$ cat src/rtl/gol_vga_renderer_pkg.sv
// Shared VGA 640x480@60 timing constants and display types for the Game of Life renderer.
package gol_vga_renderer_pkg;

  localparam int CNT_W = 10;

  localparam logic [CNT_W-1:0] H_ACTIVE     = 10'd640;
  localparam logic [CNT_W-1:0] H_FP_END     = 10'd656;
  localparam logic [CNT_W-1:0] H_SYNC_END   = 10'd752;
  localparam logic [CNT_W-1:0] H_TOTAL      = 10'd800;
  localparam logic [CNT_W-1:0] V_ACTIVE     = 10'd480;
  localparam logic [CNT_W-1:0] V_SYNC_START = 10'd490;
  localparam logic [CNT_W-1:0] V_SYNC_END   = 10'd492;
  localparam logic [CNT_W-1:0] V_TOTAL      = 10'd525;

  localparam int BOARD_DIM  = 16;
  localparam int BOARD_BITS = BOARD_DIM * BOARD_DIM;
  localparam int CELL_IDX_W = $clog2(BOARD_DIM);

  typedef enum logic [1:0] {
    PIX_BLANK,
    PIX_GRID,
    PIX_ALIVE,
    PIX_DEAD
  } pix_class_e;

  typedef struct packed {
    logic [3:0] r;
    logic [3:0] g;
    logic [3:0] b;
  } rgb_t;

  function automatic rgb_t rgb_from_hex(input logic [11:0] hex);
    return rgb_t'(hex);
  endfunction

endpackage

$ cat src/rtl/gol_vga_renderer_timing.sv
// Pixel-enable divider, horizontal/vertical counters and raw (unregistered) sync/active flags.
module vga_timing_gen
  import gol_vga_renderer_pkg::*;
#(
  parameter int CLK_DIV = 4
) (
  input  logic             ClkPort,
  input  logic             reset,
  output logic             o_pe,
  output logic [CNT_W-1:0] o_hcnt,
  output logic [CNT_W-1:0] o_vcnt,
  output logic             o_active,
  output logic             o_hs_n,
  output logic             o_vs_n,
  output logic             o_frame_last
);

  localparam int DIV_W = (CLK_DIV > 1) ? $clog2(CLK_DIV) : 1;
  localparam logic [DIV_W-1:0] DIV_LAST = DIV_W'(CLK_DIV - 1);

  logic [DIV_W-1:0] r_div;
  logic [CNT_W-1:0] r_hcnt;
  logic [CNT_W-1:0] r_vcnt;
  logic             w_pe;
  logic             w_h_last;
  logic             w_v_last;

  assign w_pe     = (r_div == DIV_LAST);
  assign w_h_last = (r_hcnt == H_TOTAL - 10'd1);
  assign w_v_last = (r_vcnt == V_TOTAL - 10'd1);

  always_ff @(posedge ClkPort or posedge reset) begin
    if (reset) begin
      r_div <= '0;
    end else if (w_pe) begin
      r_div <= '0;
    end else begin
      r_div <= r_div + DIV_W'(1);
    end
  end

  // vcnt only advances on the pe where hcnt wraps.
  always_ff @(posedge ClkPort or posedge reset) begin
    if (reset) begin
      r_hcnt <= '0;
      r_vcnt <= '0;
    end else if (w_pe) begin
      if (w_h_last) begin
        r_hcnt <= '0;
        r_vcnt <= w_v_last ? '0 : r_vcnt + 10'd1;
      end else begin
        r_hcnt <= r_hcnt + 10'd1;
      end
    end
  end

  assign o_pe         = w_pe;
  assign o_hcnt       = r_hcnt;
  assign o_vcnt       = r_vcnt;
  assign o_active     = (r_hcnt < H_ACTIVE) && (r_vcnt < V_ACTIVE);
  assign o_hs_n       = !((r_hcnt >= H_FP_END) && (r_hcnt < H_SYNC_END));
  assign o_vs_n       = !((r_vcnt >= V_SYNC_START) && (r_vcnt < V_SYNC_END));
  assign o_frame_last = w_h_last && w_v_last;

endmodule

$ cat src/rtl/gol_vga_renderer.sv
// Renders a per-frame snapshot of the 16x16 board as gridded squares centred on a 640x480 VGA screen.
module gol_vga_renderer
  import gol_vga_renderer_pkg::*;
#(
  parameter int          CLK_DIV   = 4,
  parameter int          CELL_LOG2 = 4,
  parameter int          X_OFF     = 192,
  parameter int          Y_OFF     = 112,
  parameter logic [11:0] ALIVE_RGB = 12'h0F0,
  parameter logic [11:0] GRID_RGB  = 12'h444
) (
  input  logic                  ClkPort,
  input  logic                  reset,
  input  logic [BOARD_BITS-1:0] board_i,
  output logic [3:0]            vga_r,
  output logic [3:0]            vga_g,
  output logic [3:0]            vga_b,
  output logic                  vga_hs,
  output logic                  vga_vs,
  output logic                  frame_start_o
);

  localparam int AREA = BOARD_DIM << CELL_LOG2;
  localparam logic [CNT_W-1:0] X_LO      = CNT_W'(X_OFF);
  localparam logic [CNT_W-1:0] X_HI      = CNT_W'(X_OFF + AREA);
  localparam logic [CNT_W-1:0] Y_LO      = CNT_W'(Y_OFF);
  localparam logic [CNT_W-1:0] Y_HI      = CNT_W'(Y_OFF + AREA);
  localparam logic [CNT_W-1:0] EDGE      = CNT_W'(AREA - 1);
  localparam logic [CNT_W-1:0] CELL_MASK = CNT_W'((1 << CELL_LOG2) - 1);

  logic                    w_pe;
  logic [CNT_W-1:0]        w_hcnt;
  logic [CNT_W-1:0]        w_vcnt;
  logic                    w_active;
  logic                    w_hs_n;
  logic                    w_vs_n;
  logic                    w_frame_last;

  logic                    w_in_board;
  logic [CNT_W-1:0]        w_bx;
  logic [CNT_W-1:0]        w_by;
  logic [CELL_IDX_W-1:0]   w_col;
  logic [CELL_IDX_W-1:0]   w_row;
  logic [2*CELL_IDX_W-1:0] w_cell_idx;
  logic                    w_grid;
  pix_class_e              w_class;
  rgb_t                    w_rgb;

  logic [BOARD_BITS-1:0]   r_snapshot;
  rgb_t                    r_rgb;
  logic                    r_hs;
  logic                    r_vs;
  logic                    r_frame_start;

  vga_timing_gen #(
    .CLK_DIV (CLK_DIV)
  ) u_timing (
    .ClkPort      (ClkPort),
    .reset        (reset),
    .o_pe         (w_pe),
    .o_hcnt       (w_hcnt),
    .o_vcnt       (w_vcnt),
    .o_active     (w_active),
    .o_hs_n       (w_hs_n),
    .o_vs_n       (w_vs_n),
    .o_frame_last (w_frame_last)
  );

  // Range is tested on the raw counters so columns left of the board never wrap into it.
  assign w_in_board = (w_hcnt >= X_LO) && (w_hcnt < X_HI) &&
                      (w_vcnt >= Y_LO) && (w_vcnt < Y_HI);
  assign w_bx       = w_hcnt - X_LO;
  assign w_by       = w_vcnt - Y_LO;
  assign w_col      = CELL_IDX_W'(w_bx >> CELL_LOG2);
  assign w_row      = CELL_IDX_W'(w_by >> CELL_LOG2);
  assign w_cell_idx = {w_row, w_col};
  assign w_grid     = ((w_bx & CELL_MASK) == '0) || ((w_by & CELL_MASK) == '0) ||
                      (w_bx == EDGE) || (w_by == EDGE);

  always_comb begin
    w_class = PIX_BLANK;
    if (w_active && w_in_board) begin
      if (w_grid) begin
        w_class = PIX_GRID;
      end else if (r_snapshot[w_cell_idx]) begin
        w_class = PIX_ALIVE;
      end else begin
        w_class = PIX_DEAD;
      end
    end
  end

  always_comb begin
    w_rgb = '0;
    case (w_class)
      PIX_GRID:  w_rgb = rgb_from_hex(GRID_RGB);
      PIX_ALIVE: w_rgb = rgb_from_hex(ALIVE_RGB);
      default:   w_rgb = '0;
    endcase
  end

  // Colour and sync share one register stage so they stay pixel-aligned.
  always_ff @(posedge ClkPort or posedge reset) begin
    if (reset) begin
      r_rgb         <= '0;
      r_hs          <= 1'b1;
      r_vs          <= 1'b1;
      r_snapshot    <= '0;
      r_frame_start <= 1'b0;
    end else begin
      r_frame_start <= 1'b0;
      if (w_pe) begin
        r_rgb <= w_rgb;
        r_hs  <= w_hs_n;
        r_vs  <= w_vs_n;
        if (w_frame_last) begin
          r_snapshot    <= board_i;
          r_frame_start <= 1'b1;
        end
      end
    end
  end

  assign vga_r         = r_rgb.r;
  assign vga_g         = r_rgb.g;
  assign vga_b         = r_rgb.b;
  assign vga_hs        = r_hs;
  assign vga_vs        = r_vs;
  assign frame_start_o = r_frame_start;

endmodule
$ cat config.mk
export PLATFORM = sky130hd
export DESIGN_NAME = gol_vga_renderer
export DESIGN_NICKNAME = d
export VERILOG_FILES = /design/src/rtl/gol_vga_renderer_pkg.sv /design/src/rtl/gol_vga_renderer_timing.sv /design/src/rtl/gol_vga_renderer.sv
export SDC_FILE = /design/constraint.sdc
export NUM_CORES = 1
export LEC_CHECK = 0
export ABC_AREA = 1
export CORE_MARGIN = 8
export CORE_UTILIZATION = 44
export CTS_CLUSTER_SIZE = 12
export DETAILED_ROUTE_END_ITERATION = 16
export PLACE_DENSITY = 0.7
export SLEW_MARGIN = 20
export SYNTH_ARGS = -nofsm -noshare
export SYNTH_HDL_FRONTEND = slang
export SYNTH_HIERARCHICAL = 1
export SYNTH_SLANG_ARGS = --single-unit
$ cat constraint.sdc
create_clock -name ClkPort -period 11.2 [get_ports ClkPort]
set_input_delay 2.8 -clock ClkPort [delete_from_list [all_inputs] [get_ports ClkPort]]
set_output_delay 2.8 -clock ClkPort [all_outputs]
set_load 0.02 [all_outputs]
## After elaboration in Yosys (flattened, before gate mapping)

Cells that the tools add are included.

| storage, ports and cells | value |
|---|---|
| word-level logic and storage cells | 61 |
| input port bits | 258 |
| bits in registers | 293 |

| cells by class | value |
|---|---|
| add/subtract/negate cells | 5 |
| magnitude comparators | 11 |
| muxes and demuxes | 11 |
| reductions and logical operators | 17 |
| eq/ne operators | 7 |

Operators by type and width:

| kind | number |
|---|---|
| 10-bit by 9-bit less-than comparator with 1-bit output (second input constant) | 4 |
| 11-bit case mux with 2 select lines | 1 |
| 10-bit by 1-bit adder with 10-bit output (second input constant) | 2 |
| 10-bit equality test (second input constant) | 2 |
| 10-bit by 8-bit equality test with 1-bit output (second input constant) | 2 |
| 10-bit zero test | 2 |
| 10-bit less-than comparator (second input constant) | 2 |
| 10-bit 2-to-1 mux | 2 |
| 10-bit greater-or-equal comparator (second input constant) | 1 |
| 10-bit by 7-bit greater-or-equal comparator with 1-bit output (second input constant) | 1 |
| 10-bit by 8-bit greater-or-equal comparator with 1-bit output (second input constant) | 1 |
| 10-bit by 9-bit greater-or-equal comparator with 1-bit output (second input constant) | 1 |
| 10-bit by 7-bit subtractor with 10-bit output (second input constant) | 1 |
| 10-bit by 8-bit subtractor with 10-bit output (second input constant) | 1 |
| 8-bit by 9-bit less-than comparator with 1-bit output (second input constant) | 1 |
| 1-bit binary-select mux with 8-bit select | 1 |
| 1-bit logical AND | 8 |
| 2-bit 2-to-1 mux | 3 |
| 2-bit equality test (second input constant) | 2 |
| 1-bit 2-to-1 mux | 4 |
| 2-bit AND reduction | 2 |
| 1-bit logical OR | 3 |
| 2-bit by 1-bit adder with 2-bit output (second input constant) | 1 |
| 2-bit by 1-bit equality test with 1-bit output (second input constant) | 1 |
| 1-bit zero test | 2 |

## Logic depth before layout (Yosys ltp)

| logic depth | value |
|---|---|
| depth in word-level cells | 9 |
| gate-level depth with buffers | 19 |

## Hierarchy

The synthesis kept the hierarchy.

By module, submodules not included:

| module | cells each | instances | area each (um^2) |
|---|---|---|---|
| gol_vga_renderer | 1,737 | 1 | 12,605.8 |
| vga_timing_gen | 177 | 1 | 1,326.3 |

## Worst setup path after synthesis

No wires, ideal clock.

| path | value |
|---|---|
| kind | register to output |
| start | register r_rgb, in the netlist vga_g[1] |
| end | output port vga_g[1] |
| cell stages (with the launch flop) | 2 |
| arrival | 644 ps |
| path slack | 7,756 ps |
| data required time | 8,400 ps |
| cell sequence | dfrtp_1 -> buf_4 |

RTL lines:

| item | RTL line | text |
|---|---|---|
| from (decl) | gol_vga_renderer.sv:50 | `rgb_t r_rgb;` |
| from (signal assigned) | gol_vga_renderer.sv:113 | `r_rgb <= w_rgb;` |
| to (decl) | gol_vga_renderer.sv:16 | `output logic [3:0] vga_g,` |

No word-level cell between the ends.

## Worst setup path after layout

| path | value |
|---|---|
| start | register r_vs, in the netlist vga_vs |
| end | output port vga_vs |

RTL lines:

| item | RTL line | text |
|---|---|---|
| from (decl) | gol_vga_renderer.sv:52 | `logic r_vs;` |
| from (signal assigned) | gol_vga_renderer.sv:115 | `r_vs <= w_vs_n;` |
| to (decl) | gol_vga_renderer.sv:19 | `output logic vga_vs,` |

No word-level cell between the ends.

==> impl_results.md <==
* Status: completed
* Max-slew headroom at 32.1%
* Final setup vio count at 0
* Reg clk slew, reported paths at 60 ps
* Via count of the first global-routing pass at 13.4k
* WP data required at 8400 ps
* Slowest CP cell: clkdlybuf4s50_1
* Most frequent cells in the layout: nand2_1 (1114), dfrtp_1 (279), clkdlybuf4s50_1 (266)
* Initial antenna violation count at 3
* Maximum vdd drop at 0.140 mV
* Critical Path AT at 1720 ps
* Drt via density at 5.13
* Layout Cells excl Fill at 2536
* CTS tree: yes
* HP Class: flip-flop to flip-flop
* Syn. warnings at 6
* DR iter-0 viols at 1212
* Post-synthesis mux area share at 0%
* Starting Density at 44.4%
* Die height at 194 um
* First-pass GRT wire length at 72.1 mm
* Net switching power at 460 uW
* Final core utilization at 56.2%
* Synth Area in XOR/XNOR at 0.817%
* Synth unique cells at 33
* Seq pwr share at 48.2%
* Routability Congestion at 0.868
* Max stage delay on crit path at 620 ps
* Cell area after layout at 17600 sq um
* Startpoint Class: flip-flop
* Peak Freq at 221 MHz
* Post-cts resize count at 0
* Largest net degree at the start of global routing at 163
* Routed vias at 13.0k
* Skew final at 17.4 ps
* Largest family of logic cells by synthesized area: simple AND/OR/NAND/NOR gates
* Max-cap viol count at 0
* Tmin final at 4520 ps
* Worst-Skew Late Latency at 580 ps
* Ports at 273
* Final Hold Viols at 0
* CTS H-Tree Depth at 1
* Synth top area share at 50.7%
* CP Cell Sequence: clkdlybuf4s50_1
* Cts bufs inserted at 31
* Final antenna-violating net count at 0
* Logic pwr share at 5.5%
* Final worst setup slack at 6680 ps
* Post-synthesis instance total at 1914
* RSZ-0062 raised after global routing: false
* Mean Syn Cell Area at 7.28 sq um
* Count of hold-fix buffers inserted at cts at 0
* Worst hold slack at 444 ps
* Hpwl dp at 28.4 mm
* Die width at 194 um
* Placement Cell Area at 16700 sq um
* Worst setup path class: flip-flop to primary output
* Total Negative Setup Slacks at 0 ps
* Area delta synth->final at 26.7%
* Seq cells post-synth at 284
* Post-synthesis adder-cell area fraction at 0.988%
* Fillers at 2962
* Critical path's top delay family: buffers and inverters
* # Post-CTS Setup Buffers at 0
* Root Buffer: clkbuf_16
* Dominant cell type by area after synthesis: dfrtp_1
* Most common cell after layout, fill and taps aside: nand2_1
* Max clock buf depth at 3
* Synth Cell Area at 13900 sq um
* CORE AREA at 31400 sq um
* Internal power at 1.67 mW
* Sequential-to-total area share from yosys stat at 51.0%
* Dpl ws at 6170 ps
* PwrDens at 121 nW/um^2
* # nets final at 2377
* Final worst path period share at 40.3%
* Fin. max-slew vios at 0
* WL per Instance at 17.2 um
* Worst-Margin Slew at 1020 ps
* Rows at 65
* First-pass iteration count of the detailed router at 5
* Total track usage at 23.1%
* Clk sinks at 284
* DRC at 0
* Switching share of total power at 21.6%
* Clock group share of total power at 46.3%
* Ratio of cells with drive above 1 in the final layout at 3.66%
* Post-synthesis compound-gate area fraction at 0.772%
* Port buffer count at 266
* Crit end category: primary output
* CP max FO at 2
* Top cells by area, synth: dfrtp_1 (51%), nand2_1 (30%), nand3_1 (9.2%), clkbuf_1 (1.5%), buf_2 (1.3%)
* Total power at 2.13 mW
* Overflow after GRT at 0
* CP Buf/Inv Count at 1
* P_leak at 8.39 nW
* Simple-Gate Fraction of Synth Area at 41.2%
* Die ar. at 37600 sq um
* DRT Wirelength at 43.6 mm
* Inst Count DP at 2477
[logic make-up after synthesis]
logic type | after synthesis
AO/OA/AOI/OAI | 19
XOR/XNOR | 13
adder cells (fa/ha/maj) | 11
buffers and inverters | 163
flip-flops | 284
other | 1
AND/OR/NAND/NOR | 1423
[area by class of cell]
type	instances	area, sq um	share of cell area [%]
inverters	44	183	1.04
well taps	402	503	2.85
clock buffers	49	923	5.23
diodes	2	5.00	0.0284
flip-flops and latches	284	7120	40.3
clock inverters	8	61.3	0.347
repair buffers	275	2730	15.5
multi-input cells	1472	6130	34.7
[state kept, by name (all words and copies together), names as in the netlist]
register / flops
vga_hs: 1
u_timing/o_vcnt: 10
r_snapshot: 256
u_timing/r_div: 2
vga_g: 2
vga_r: 1
u_timing/o_hcnt: 10
vga_vs: 1
frame_start_o: 1
[per-layer routing]
metal  vias to the layer above  share of wire, %  global-route usage [%]
met5                         -             0.025                       0
met4                         2               2.5                    6.96
met3                        69               6.1                    3.71
met2                       431                46                    36.3
met1                      6177                45                    32.5
li1                       6340                 -                       -
[synth_stat cells, drive strengths merged]
master and n:
nand2 1117, dfrtp 282, nand3 258, buf 64, clkbuf 55, inv 41, nor2 28, o21ai 12
ha 11, xor2 8, nand4 6, nor3 6, nor4 6, a21oi 5, xnor2 5, clkinv 3
dfstp 2, conb 1, nand3b 1, o211ai 1, o21a 1, or2 1
[worst paths after layout]
check	from	endpoint	slack, ps	depth (start not counted)
max	vga_vs	vga_vs	6680	1
min	u_timing/r_div[0]	u_timing/r_div[0]	440	1
max reg2reg	u_timing/o_hcnt[6]	r_snapshot[106]	6770	10
min reg2reg	u_timing/r_div[0]	u_timing/r_div[0]	440	1
max in group asynchronous	reset	r_snapshot[238]	6800	3
min in group asynchronous	reset	r_snapshot[213]	2820	2
[power groups by stage]
| stage | Combinational [mW] | Sequential, mW | Clock, mW |
|---|---|---|---|
| 3_5_place_dp | 0.119 | 1.04 | 0 |
| 4_1_cts | 0.120 | 1.03 | 1.00 |
| 2_1_floorplan | 0.0182 | 1.05 | 0 |
| 3_3_place_gp | 0.119 | 1.04 | 0 |
| 5_1_grt | 0.127 | 1.03 | 1.04 |
| 6_report | 0.118 | 1.03 | 0.985 |
Power figures use the tool's default switching activity.
